## src/rtl/siso_ctrl_pkg.sv

```systemverilog
// Shared types and default sizes for the SISO shift-register sequencer.
package siso_ctrl_pkg;

  localparam int DEF_DATA_WIDTH   = 8;
  localparam int DEF_CHAIN_LENGTH = 8;
  localparam int DEF_DIV_WIDTH    = 8;

  typedef enum logic [2:0] {
    ST_IDLE,
    ST_SHIFT,
    ST_GAP,
    ST_DONE,
    ST_CLEAR
  } state_t;

  function automatic int max_int(input int a, input int b);
    return (a > b) ? a : b;
  endfunction

endpackage

```

## src/rtl/siso_shift_tick_gen.sv

```systemverilog
// Spacing generator for shift pulses: holds the divider sampled at the start
// of a transaction and counts down the idle cycles between two pulses.
module siso_shift_tick_gen
  import siso_ctrl_pkg::*;
#(
  parameter int DIV_WIDTH = DEF_DIV_WIDTH
) (
  input  logic                 clk,
  input  logic                 rst_n,
  input  logic                 latch_i,    // capture div_i (transaction start)
  input  logic [DIV_WIDTH-1:0] div_i,
  input  logic                 arm_i,      // a gap starts next cycle
  input  logic                 run_i,      // currently inside a gap
  output logic                 zero_div_o, // no gap: pulses back to back
  output logic                 gap_last_o  // this is the final gap cycle
);

  logic [DIV_WIDTH-1:0] div_q, div_d;
  logic [DIV_WIDTH-1:0] cnt_q, cnt_d;

  // Next-state: latch divider on start, load counter on arm, count down in a gap.
  always_comb begin
    div_d = div_q;
    cnt_d = cnt_q;
    if (latch_i) begin
      div_d = div_i;
    end
    if (arm_i) begin
      cnt_d = div_q;
    end else if (run_i && (cnt_q != '0)) begin
      cnt_d = cnt_q - DIV_WIDTH'(1);
    end
  end

  // Register divider and gap counter.
  always_ff @(posedge clk or negedge rst_n) begin
    if (!rst_n) begin
      div_q <= '0;
      cnt_q <= '0;
    end else begin
      div_q <= div_d;
      cnt_q <= cnt_d;
    end
  end

  assign zero_div_o = (div_q == '0);
  assign gap_last_o = (cnt_q == DIV_WIDTH'(1));

endmodule

```

## src/rtl/siso_shift_controller.sv

```systemverilog
// Sequencer for an external SISO shift chain: serialises Tx words MSB-first,
// captures the bits falling out of the chain as the Rx word (one-word delay
// line), and issues chain clear and flush operations.
module siso_shift_controller
  import siso_ctrl_pkg::*;
#(
  parameter int DATA_WIDTH   = DEF_DATA_WIDTH,
  parameter int CHAIN_LENGTH = DEF_CHAIN_LENGTH,
  parameter int DIV_WIDTH    = DEF_DIV_WIDTH
) (
  input  logic                  Clk_In,
  input  logic                  Reset_N_In,
  input  logic                  Enable_In,
  input  logic [DIV_WIDTH-1:0]  Clk_Div_In,
  input  logic [DATA_WIDTH-1:0] Tx_Data_In,
  input  logic                  Tx_Valid_In,
  output logic                  Tx_Ready_Out,
  input  logic                  Flush_In,
  input  logic                  Clear_In,
  output logic [DATA_WIDTH-1:0] Rx_Data_Out,
  output logic                  Rx_Valid_Out,
  input  logic                  Rx_Ready_In,
  output logic                  Busy_Out,
  output logic                  Abort_Out,
  output logic                  SISO_Reset_Out,
  output logic                  SISO_Enable_Out,
  output logic                  SISO_Shift_Out,
  output logic                  SISO_Serial_Data_Out,
  input  logic                  SISO_Serial_Data_In
);

  localparam int CNT_W = $clog2(max_int(DATA_WIDTH, CHAIN_LENGTH) + 1);

  state_t                state_q, state_d;
  logic [CNT_W-1:0]      bit_cnt_q, bit_cnt_d;
  logic [DATA_WIDTH-1:0] tx_sr_q, tx_sr_d;
  logic [DATA_WIDTH-1:0] rx_sr_q, rx_sr_d;
  logic [DATA_WIDTH-1:0] rx_data_q, rx_data_d;
  logic                  rx_valid_q, rx_valid_d;
  logic                  shift_q, shift_d;
  logic                  sdata_q, sdata_d;
  logic                  siso_en_q, siso_en_d;
  logic                  siso_rst_q, siso_rst_d;
  logic                  abort_q, abort_d;

  logic                  start_ok;
  logic                  tx_ready;
  logic                  enter_shift;
  logic [DATA_WIDTH-1:0] shift_src;
  logic                  latch_div;
  logic                  arm_gap;
  logic                  zero_div;
  logic                  gap_last;

  // A new operation may start only when enabled (also seen last cycle, which
  // keeps ready low throughout reset) and no captured word is still pending.
  assign start_ok = Enable_In && siso_en_q && !rx_valid_q;
  // Clear and flush outrank a Tx word, so ready drops while either is requested.
  assign tx_ready = (state_q == ST_IDLE) && start_ok && !Clear_In && !Flush_In;

  siso_shift_tick_gen #(
    .DIV_WIDTH (DIV_WIDTH)
  ) u_tick_gen (
    .clk        (Clk_In),
    .rst_n      (Reset_N_In),
    .latch_i    (latch_div),
    .div_i      (Clk_Div_In),
    .arm_i      (arm_gap),
    .run_i      (state_q == ST_GAP),
    .zero_div_o (zero_div),
    .gap_last_o (gap_last)
  );

  // Next-state and registered-output decode for the sequencer.
  always_comb begin
    state_d     = state_q;
    bit_cnt_d   = bit_cnt_q;
    tx_sr_d     = tx_sr_q;
    rx_sr_d     = rx_sr_q;
    rx_data_d   = rx_data_q;
    rx_valid_d  = rx_valid_q;
    shift_d     = 1'b0;
    sdata_d     = 1'b0;
    siso_en_d   = Enable_In;
    siso_rst_d  = 1'b0;
    abort_d     = 1'b0;
    enter_shift = 1'b0;
    shift_src   = tx_sr_q;
    latch_div   = 1'b0;
    arm_gap     = 1'b0;

    if (rx_valid_q && Rx_Ready_In) begin
      rx_valid_d = 1'b0;
    end

    unique case (state_q)
      ST_IDLE: begin
        if (Clear_In) begin
          state_d    = ST_CLEAR;
          siso_rst_d = 1'b1;
        end else if (Flush_In && start_ok) begin
          shift_src   = '0;
          bit_cnt_d   = CNT_W'(CHAIN_LENGTH);
          latch_div   = 1'b1;
          enter_shift = 1'b1;
        end else if (Tx_Valid_In && tx_ready) begin
          shift_src   = Tx_Data_In;
          bit_cnt_d   = CNT_W'(DATA_WIDTH);
          latch_div   = 1'b1;
          enter_shift = 1'b1;
        end
      end
      ST_SHIFT: begin
        if (!Enable_In) begin
          state_d = ST_IDLE;
          abort_d = 1'b1;
        end else if (bit_cnt_q == CNT_W'(1)) begin
          bit_cnt_d = '0;
          state_d   = ST_DONE;
        end else begin
          bit_cnt_d = bit_cnt_q - CNT_W'(1);
          if (zero_div) begin
            enter_shift = 1'b1;
          end else begin
            state_d = ST_GAP;
            arm_gap = 1'b1;
          end
        end
      end
      ST_GAP: begin
        if (!Enable_In) begin
          state_d = ST_IDLE;
          abort_d = 1'b1;
        end else if (gap_last) begin
          enter_shift = 1'b1;
        end
      end
      ST_DONE: begin
        rx_data_d  = rx_sr_q;
        rx_valid_d = 1'b1;
        state_d    = ST_IDLE;
      end
      ST_CLEAR: begin
        state_d = ST_IDLE;
      end
      default: begin
        state_d = ST_IDLE;
      end
    endcase

    // Entering SHIFT: present the next MSB and capture the chain output as it
    // stands before this cycle's negedge shift.
    if (enter_shift) begin
      state_d = ST_SHIFT;
      shift_d = 1'b1;
      sdata_d = shift_src[DATA_WIDTH-1];
      tx_sr_d = {shift_src[DATA_WIDTH-2:0], 1'b0};
      rx_sr_d = {rx_sr_q[DATA_WIDTH-2:0], SISO_Serial_Data_In};
    end
  end

  // State and output registers; the chain is held in reset while we are.
  always_ff @(posedge Clk_In or negedge Reset_N_In) begin
    if (!Reset_N_In) begin
      state_q    <= ST_IDLE;
      bit_cnt_q  <= '0;
      tx_sr_q    <= '0;
      rx_sr_q    <= '0;
      rx_data_q  <= '0;
      rx_valid_q <= 1'b0;
      shift_q    <= 1'b0;
      sdata_q    <= 1'b0;
      siso_en_q  <= 1'b0;
      siso_rst_q <= 1'b1;
      abort_q    <= 1'b0;
    end else begin
      state_q    <= state_d;
      bit_cnt_q  <= bit_cnt_d;
      tx_sr_q    <= tx_sr_d;
      rx_sr_q    <= rx_sr_d;
      rx_data_q  <= rx_data_d;
      rx_valid_q <= rx_valid_d;
      shift_q    <= shift_d;
      sdata_q    <= sdata_d;
      siso_en_q  <= siso_en_d;
      siso_rst_q <= siso_rst_d;
      abort_q    <= abort_d;
    end
  end

  assign Tx_Ready_Out         = tx_ready;
  assign Rx_Data_Out          = rx_data_q;
  assign Rx_Valid_Out         = rx_valid_q;
  assign Busy_Out             = (state_q != ST_IDLE);
  assign Abort_Out            = abort_q;
  assign SISO_Reset_Out       = siso_rst_q;
  assign SISO_Enable_Out      = siso_en_q;
  assign SISO_Shift_Out       = shift_q;
  assign SISO_Serial_Data_Out = sdata_q;

endmodule

```

## config.mk

```make
export PLATFORM = sky130hd
export DESIGN_NAME = siso_shift_controller
export DESIGN_NICKNAME = d
export VERILOG_FILES = /design/src/rtl/siso_ctrl_pkg.sv /design/src/rtl/siso_shift_tick_gen.sv /design/src/rtl/siso_shift_controller.sv
export SDC_FILE = /design/constraint.sdc
export NUM_CORES = 1
export LEC_CHECK = 0
export ABC_AREA = 0
export CELL_PAD_IN_SITES_DETAIL_PLACEMENT = 0
export CELL_PAD_IN_SITES_GLOBAL_PLACEMENT = 2
export CORE_MARGIN = 2
export CORE_UTILIZATION = 34
export CTS_CLUSTER_SIZE = 30
export DETAILED_ROUTE_END_ITERATION = 8
export HOLD_SLACK_MARGIN = 0.1
export PLACE_DENSITY = 0.88
export SLEW_MARGIN = 30
export SYNTH_ARGS = -nofsm -noshare
export SYNTH_HDL_FRONTEND = slang
export SYNTH_SLANG_ARGS = --single-unit
```

## constraint.sdc

```tcl
create_clock -name Clk_In -period 3 [get_ports Clk_In]
set_clock_uncertainty 0.2 [all_clocks]
set_input_delay 0.6 -clock Clk_In [delete_from_list [all_inputs] [get_ports Clk_In]]
set_output_delay 0.6 -clock Clk_In [all_outputs]
set_load 0.1 [all_outputs]
```

## Yosys cells after proc, flatten, opt, wreduce, memory -nomap -nowiden

Cells that the tools add are included.

| word-level totals | value |
|---|---|
| register bits | 52 |
| input bits | 24 |
| output and inout bits | 16 |
| word-level logic and storage cells | 89 |

| operators by class | value |
|---|---|
| $add $sub $neg | 2 |
| equal/unequal tests | 11 |
| mux-type cells | 41 |
| reduce and logical (&&, ||, !) cells | 22 |

Operator list:

| cell | count |
|---|---|
| 2-to-1 mux 8 bit | 6 |
| 2-to-1 mux 1 bit | 21 |
| 2-to-1 mux 4 bit | 5 |
| 2-to-1 mux 3 bit | 6 |
| logical AND 1 bit | 9 |
| one-hot mux 3 bit (3 select lines) | 1 |
| equality test 8 x 1 -> 1 bit (second input constant) | 1 |
| logical NOT 8 bit | 1 |
| one-hot mux 4 bit (2 select lines) | 1 |
| nonzero test 8 bit | 1 |
| subtractor 8 x 1 -> 8 bit (second input constant) | 1 |
| equality test 3 x 2 -> 1 bit (second input constant) | 2 |
| inequality test 3 bit (second input constant) | 2 |
| nonzero test 2 bit | 3 |
| inequality test 5 bit (second input constant) | 1 |
| equality test 4 x 1 -> 1 bit (second input constant) | 1 |
| inequality test 2 bit (second input constant) | 2 |
| AND reduction 4 bit | 1 |
| subtractor 4 x 1 -> 4 bit (second input constant) | 1 |
| equality test 3 x 1 -> 1 bit (second input constant) | 1 |
| logical NOT 1 bit | 3 |
| logical NOT 3 bit | 1 |
| inequality test 3 x 1 -> 1 bit (second input constant) | 1 |
| one-hot mux 1 bit (3 select lines) | 1 |
| 3 further kinds | 3 |

## Longest topological paths before layout

| logic depth | value |
|---|---|
| depth after elaboration | 12 |
| mapped depth | 7 |
| mapped depth without buffers | 7 |

## Modules after synthesis

Synthesis repeated with hierarchy kept, for this count alone.

| second synthesis, totals | value |
|---|---|
| cell total of the unflattened synthesis | 207 |
| area total of the unflattened synthesis | 2474.9 µm² |

By module, submodules not included:

| module | times used | cells an instance | area an instance (µm²) | seq. area each (µm²) |
|---|---|---|---|---|
| siso_shift_controller | 1 | 123 | 1587.8 | 902.1 |
| siso_shift_tick_gen | 1 | 84 | 887.1 | 400.4 |

## Worst setup path before layout

Ideal clock, no wire load.

| timing path | value |
|---|---|
| path type | reg-to-output |
| start point | register siso_en_q, in the netlist SISO_Enable_Out |
| end point | output port Tx_Ready_Out |
| data arrival time | 3417 ps |
| required time | 2200 ps |
| path slack | -1217 ps |
| stages on the path, launching flop included | 3 |
| path buffers | 0 |
| cell sequence | dfrtp_1 -> nand4bb_1 -> nor3_1 |

| between the ends | value |
|---|---|
| word-level cells in the longest chain between the ends | 5 |

RTL lines:

| item | RTL line | source |
|---|---|---|
| from (decl) | siso_shift_controller.sv:42 | `logic siso_en_q, siso_en_d;` |
| from (signal assigned) | siso_shift_controller.sv:185 | `siso_en_q <= siso_en_d;` |
| logical AND 1 bit (2 in a row) | siso_shift_controller.sv:57 | `assign start_ok = Enable_In && siso_en_q && !rx_valid_q;` |
| logical AND 1 bit (3 in a row) | siso_shift_controller.sv:59 | `assign tx_ready = (state_q == ST_IDLE) && start_ok && !Clear_In && !Flush_In;` |
| to (decl) | siso_shift_controller.sv:17 | `output logic Tx_Ready_Out,` |

Every way passes these cells.

## Worst setup path in the final report

| timing path | value |
|---|---|
| start point | input port Enable_In |
| end point | output port Tx_Ready_Out |

| between the ends | value |
|---|---|
| word-level cells in the longest chain between the ends | 5 |

RTL lines:

| item | RTL line | source |
|---|---|---|
| from (decl) | siso_shift_controller.sv:13 | `input logic Enable_In,` |
| logical AND 1 bit (2 in a row) | siso_shift_controller.sv:57 |  |
| logical AND 1 bit (3 in a row) | siso_shift_controller.sv:59 |  |

Every way passes these cells.

==> flow_summary.yaml <==
pwr:
  p_sw_uw: 704
  ir_worst_vdd_v: 0.000222
  p_comb_share_pct: 27.9
  power.internal_mw: 1.31
  p_leak_nw: 1.41
  power_frac_seq_pct: 51.2
  powerDensity_nw_per_um2: 639
  clkPwrFrac_pct: 20.9
  swShare_pct: 34.9
place:
  portBuffers: 39
  dp_cells: 377
  place_ws_ps: 200
  hpwl_mm: 3.98
  place_congestion: 0.740
cts:
  cts_root_buffer: "clkbuf_8"
  h-tree-depth: 2
  cts-buffers-inserted: 5
  clk_pin_slew_ps: 100
  cts_setup_buffers: 0
  holdBufCountCts: 1
  clock_latency_ps: 320
  cts_resized: 0
  clkSinkCount: 52
  cts_tree: "done"
  clockBufferDepth: 2
drt:
  wl_met1_mm: 2.67
  firstDrtPassIters: 4
  first_iter_violations: 93
  viasPerCell: 4.99
  drc_errors: 0
  vias: 1926
  wl_met3_um: 186
  dr.max_layer_used: "met4"
  ant_nets: 0
  wl_per_cell_um: 13.8
  drt-total-wl_mm: 5.33
  route.met2.wl_mm: 2.38
logic_synthesis:
  synth_area_um2: 2540
  synth_fp_nets: 269
  synthArstFlopShare_pct: 100
  ys_seq_area_share_pct: 51.4
  synthDistinctLibCells: 49
  yosys.area.top_type: "dfrtp_1"
  ys_warn_count: 0
  synth_top_area_share_pct: 50.3
  ys.flop_type: "dfrtp_1"
  synth-seq-cells: 52
  synth_area_leaders: "dfrtp_1, nand2_1, mux2_4"
  netlist_instances: 240
  synth_edf_count: 0
  syn_area_per_cell_um2: 10.6
global_route:
  antenna_found_initial: 0
  gr-usage-all-layers_pct: 14.1
  grt_pass1_wl_mm: 9.24
  grt_pass1_vias: 1840
  grt_max_degree: 29
  overflow: 0
floorplanning:
  fp.dieW_um: 90.4
  row_count: 31
  ios: 40
  dieArea_um2: 8170
  initial_core_util_pct: 35.0
  die_h_um: 90.4
  core_um2: 7250
cells_and_area:
  synthToLayoutAreaGrowth_pct: 24.4
  final_cells: 386
  antenna_cells: 0
  final_common_cell: "dfrtp_1"
  drive_gt1_share_pct: 22.6
  nNetsFinal: 315
  mostFrequentLayoutCells: "dfrtp_1, nand2_1, buf_4"
worst_hold_path:
  hold_depth: 2
  hold_class: "reg2reg"
worst_setup_path:
  cp-end-kind: "primary output"
  required_ps: 2200
  worst_r2r_path_depth: 7
  path_class: "in2out"
  cp-start-kind: "input pin"
  path_max_fanout: 4
  arrival_ps: 1990
timing:
  fmax_mhz: 358
  min_period_ps: 2790
  relSlewSlack_pct: 62.6
  hold_violations: 0
  rsz0062_at_grt: "false"
  final_max_slew_viol_count: 0
  fin_ws_ps: 209
  fin_setup_tns_ps: 0
  worstMarginPinSlew_ps: 560
  min_period_over_period_pct: 93.0
  setup_viol: 0
job:
  drv_cap: 0
outcome:
  outcome: "finished clean"
## cell type report
class,instances,area (um^2)
fillers,720,4100
flip-flops and latches,52,1300
multi-input cells,163,1130
repair buffers,50,443
well taps,99,124
clock buffers,5,68.8
inverters,14,57.6
clock inverters,3,26.3
## stage by stage
| stage | area [um^2] | util, % | total power, mW | hold slack (ps) |
|---|---|---|---|---|
| finish | 3150 | 43.5 | 2.02 | 308 |
| global route | 3150 | 43.5 | 2.16 | 338 |
| detailed placement | 3050 | 42.0 | 1.61 | 285 |
| floorplan | 2550 | - | 1.44 | 104 |
| CTS | 3150 | 43.5 | 2.04 | 312 |
| global placement | 3050 | 42.0 | 1.60 | 287 |
## state kept, by name (all words and copies together) (netlist names)
| register | count |
|---|---|
| Rx_Data_Out | 8 |
| tx_sr_q | 7 |
| Abort_Out | 1 |
| SISO_Reset_Out | 1 |
| u_tick_gen.div_q | 8 |
| bit_cnt_q | 4 |
| Rx_Valid_Out | 1 |
| SISO_Enable_Out | 1 |
| SISO_Serial_Data_Out | 1 |
| rx_sr_q | 8 |
| u_tick_gen.cnt_q | 8 |
| SISO_Shift_Out | 1 |
| state_q | 3 |
## critical path: stages
cell	delay, ps
clkdlybuf4s50_1	560
nand4bb_1	310
nor3_4	300
buf_12	210
## path summary, 6_finish.rpt
kind | to | slack [ps] | startpoint
worst min register to register | u_tick_gen.div_q[0]$_DFFE_PN0P_ | 310 | u_tick_gen.div_q[0]$_DFFE_PN0P_
worst min-delay path | u_tick_gen.div_q[0]$_DFFE_PN0P_ | 310 | u_tick_gen.div_q[0]$_DFFE_PN0P_
worst max register to register | rx_sr_q[0]$_DFFE_PN0P_ | 570 | bit_cnt_q[1]$_DFFE_PN0P_
max in group asynchronous | SISO_Reset_Out$_DFF_PN1_ | 1340 | Reset_N_In
worst max-delay path | Tx_Ready_Out | 210 | Enable_In
min in group asynchronous | state_q[1]$_DFFE_PN0P_ | 530 | Reset_N_In
## metal layers
metal,up-vias,global-route usage (%)
met5,-,0
li1,955,-
met1,921,20.4
met3,6,2.59
met2,44,21.0
met4,0,5.38
## synthesized netlist by cell type (3+ instances only)
cell      instances
dfrtp_1          51
nand2_1          34
nor2_1           16
a21oi_1          15
inv_1            13
nor3_1            9
mux2_2            8
mux2_4            8
nor4_1            8
o21ai_0           7
ha_1              5
or3_1             5
buf_1             4
buf_4             3
o311ai_0          3
o31ai_1           3
or4_1             3
## power by group through the flow
stage	registers (mW)	logic (mW)	clock network, mW
6_report	1.03	0.563	0.421
5_1_grt	1.06	0.631	0.462
3_3_place_gp	1.04	0.557	0
3_5_place_dp	1.04	0.565	0
4_1_cts	1.03	0.569	0.441
2_1_floorplan	1.05	0.394	0
## cell families (layout without fill, tap and decap cells)
group	after synthesis	count (layout)	share of synthesized area (%)
and+or+nand+nor	98	98	22.1
DFF	52	52	51.4
AOI/OAI and AO/OA	43	43	11.0
buffers and inverters	25	72	4.44
muxes	17	17	8.68
adders and majority gates	5	5	2.47
(Power assumes the default switching activity.)
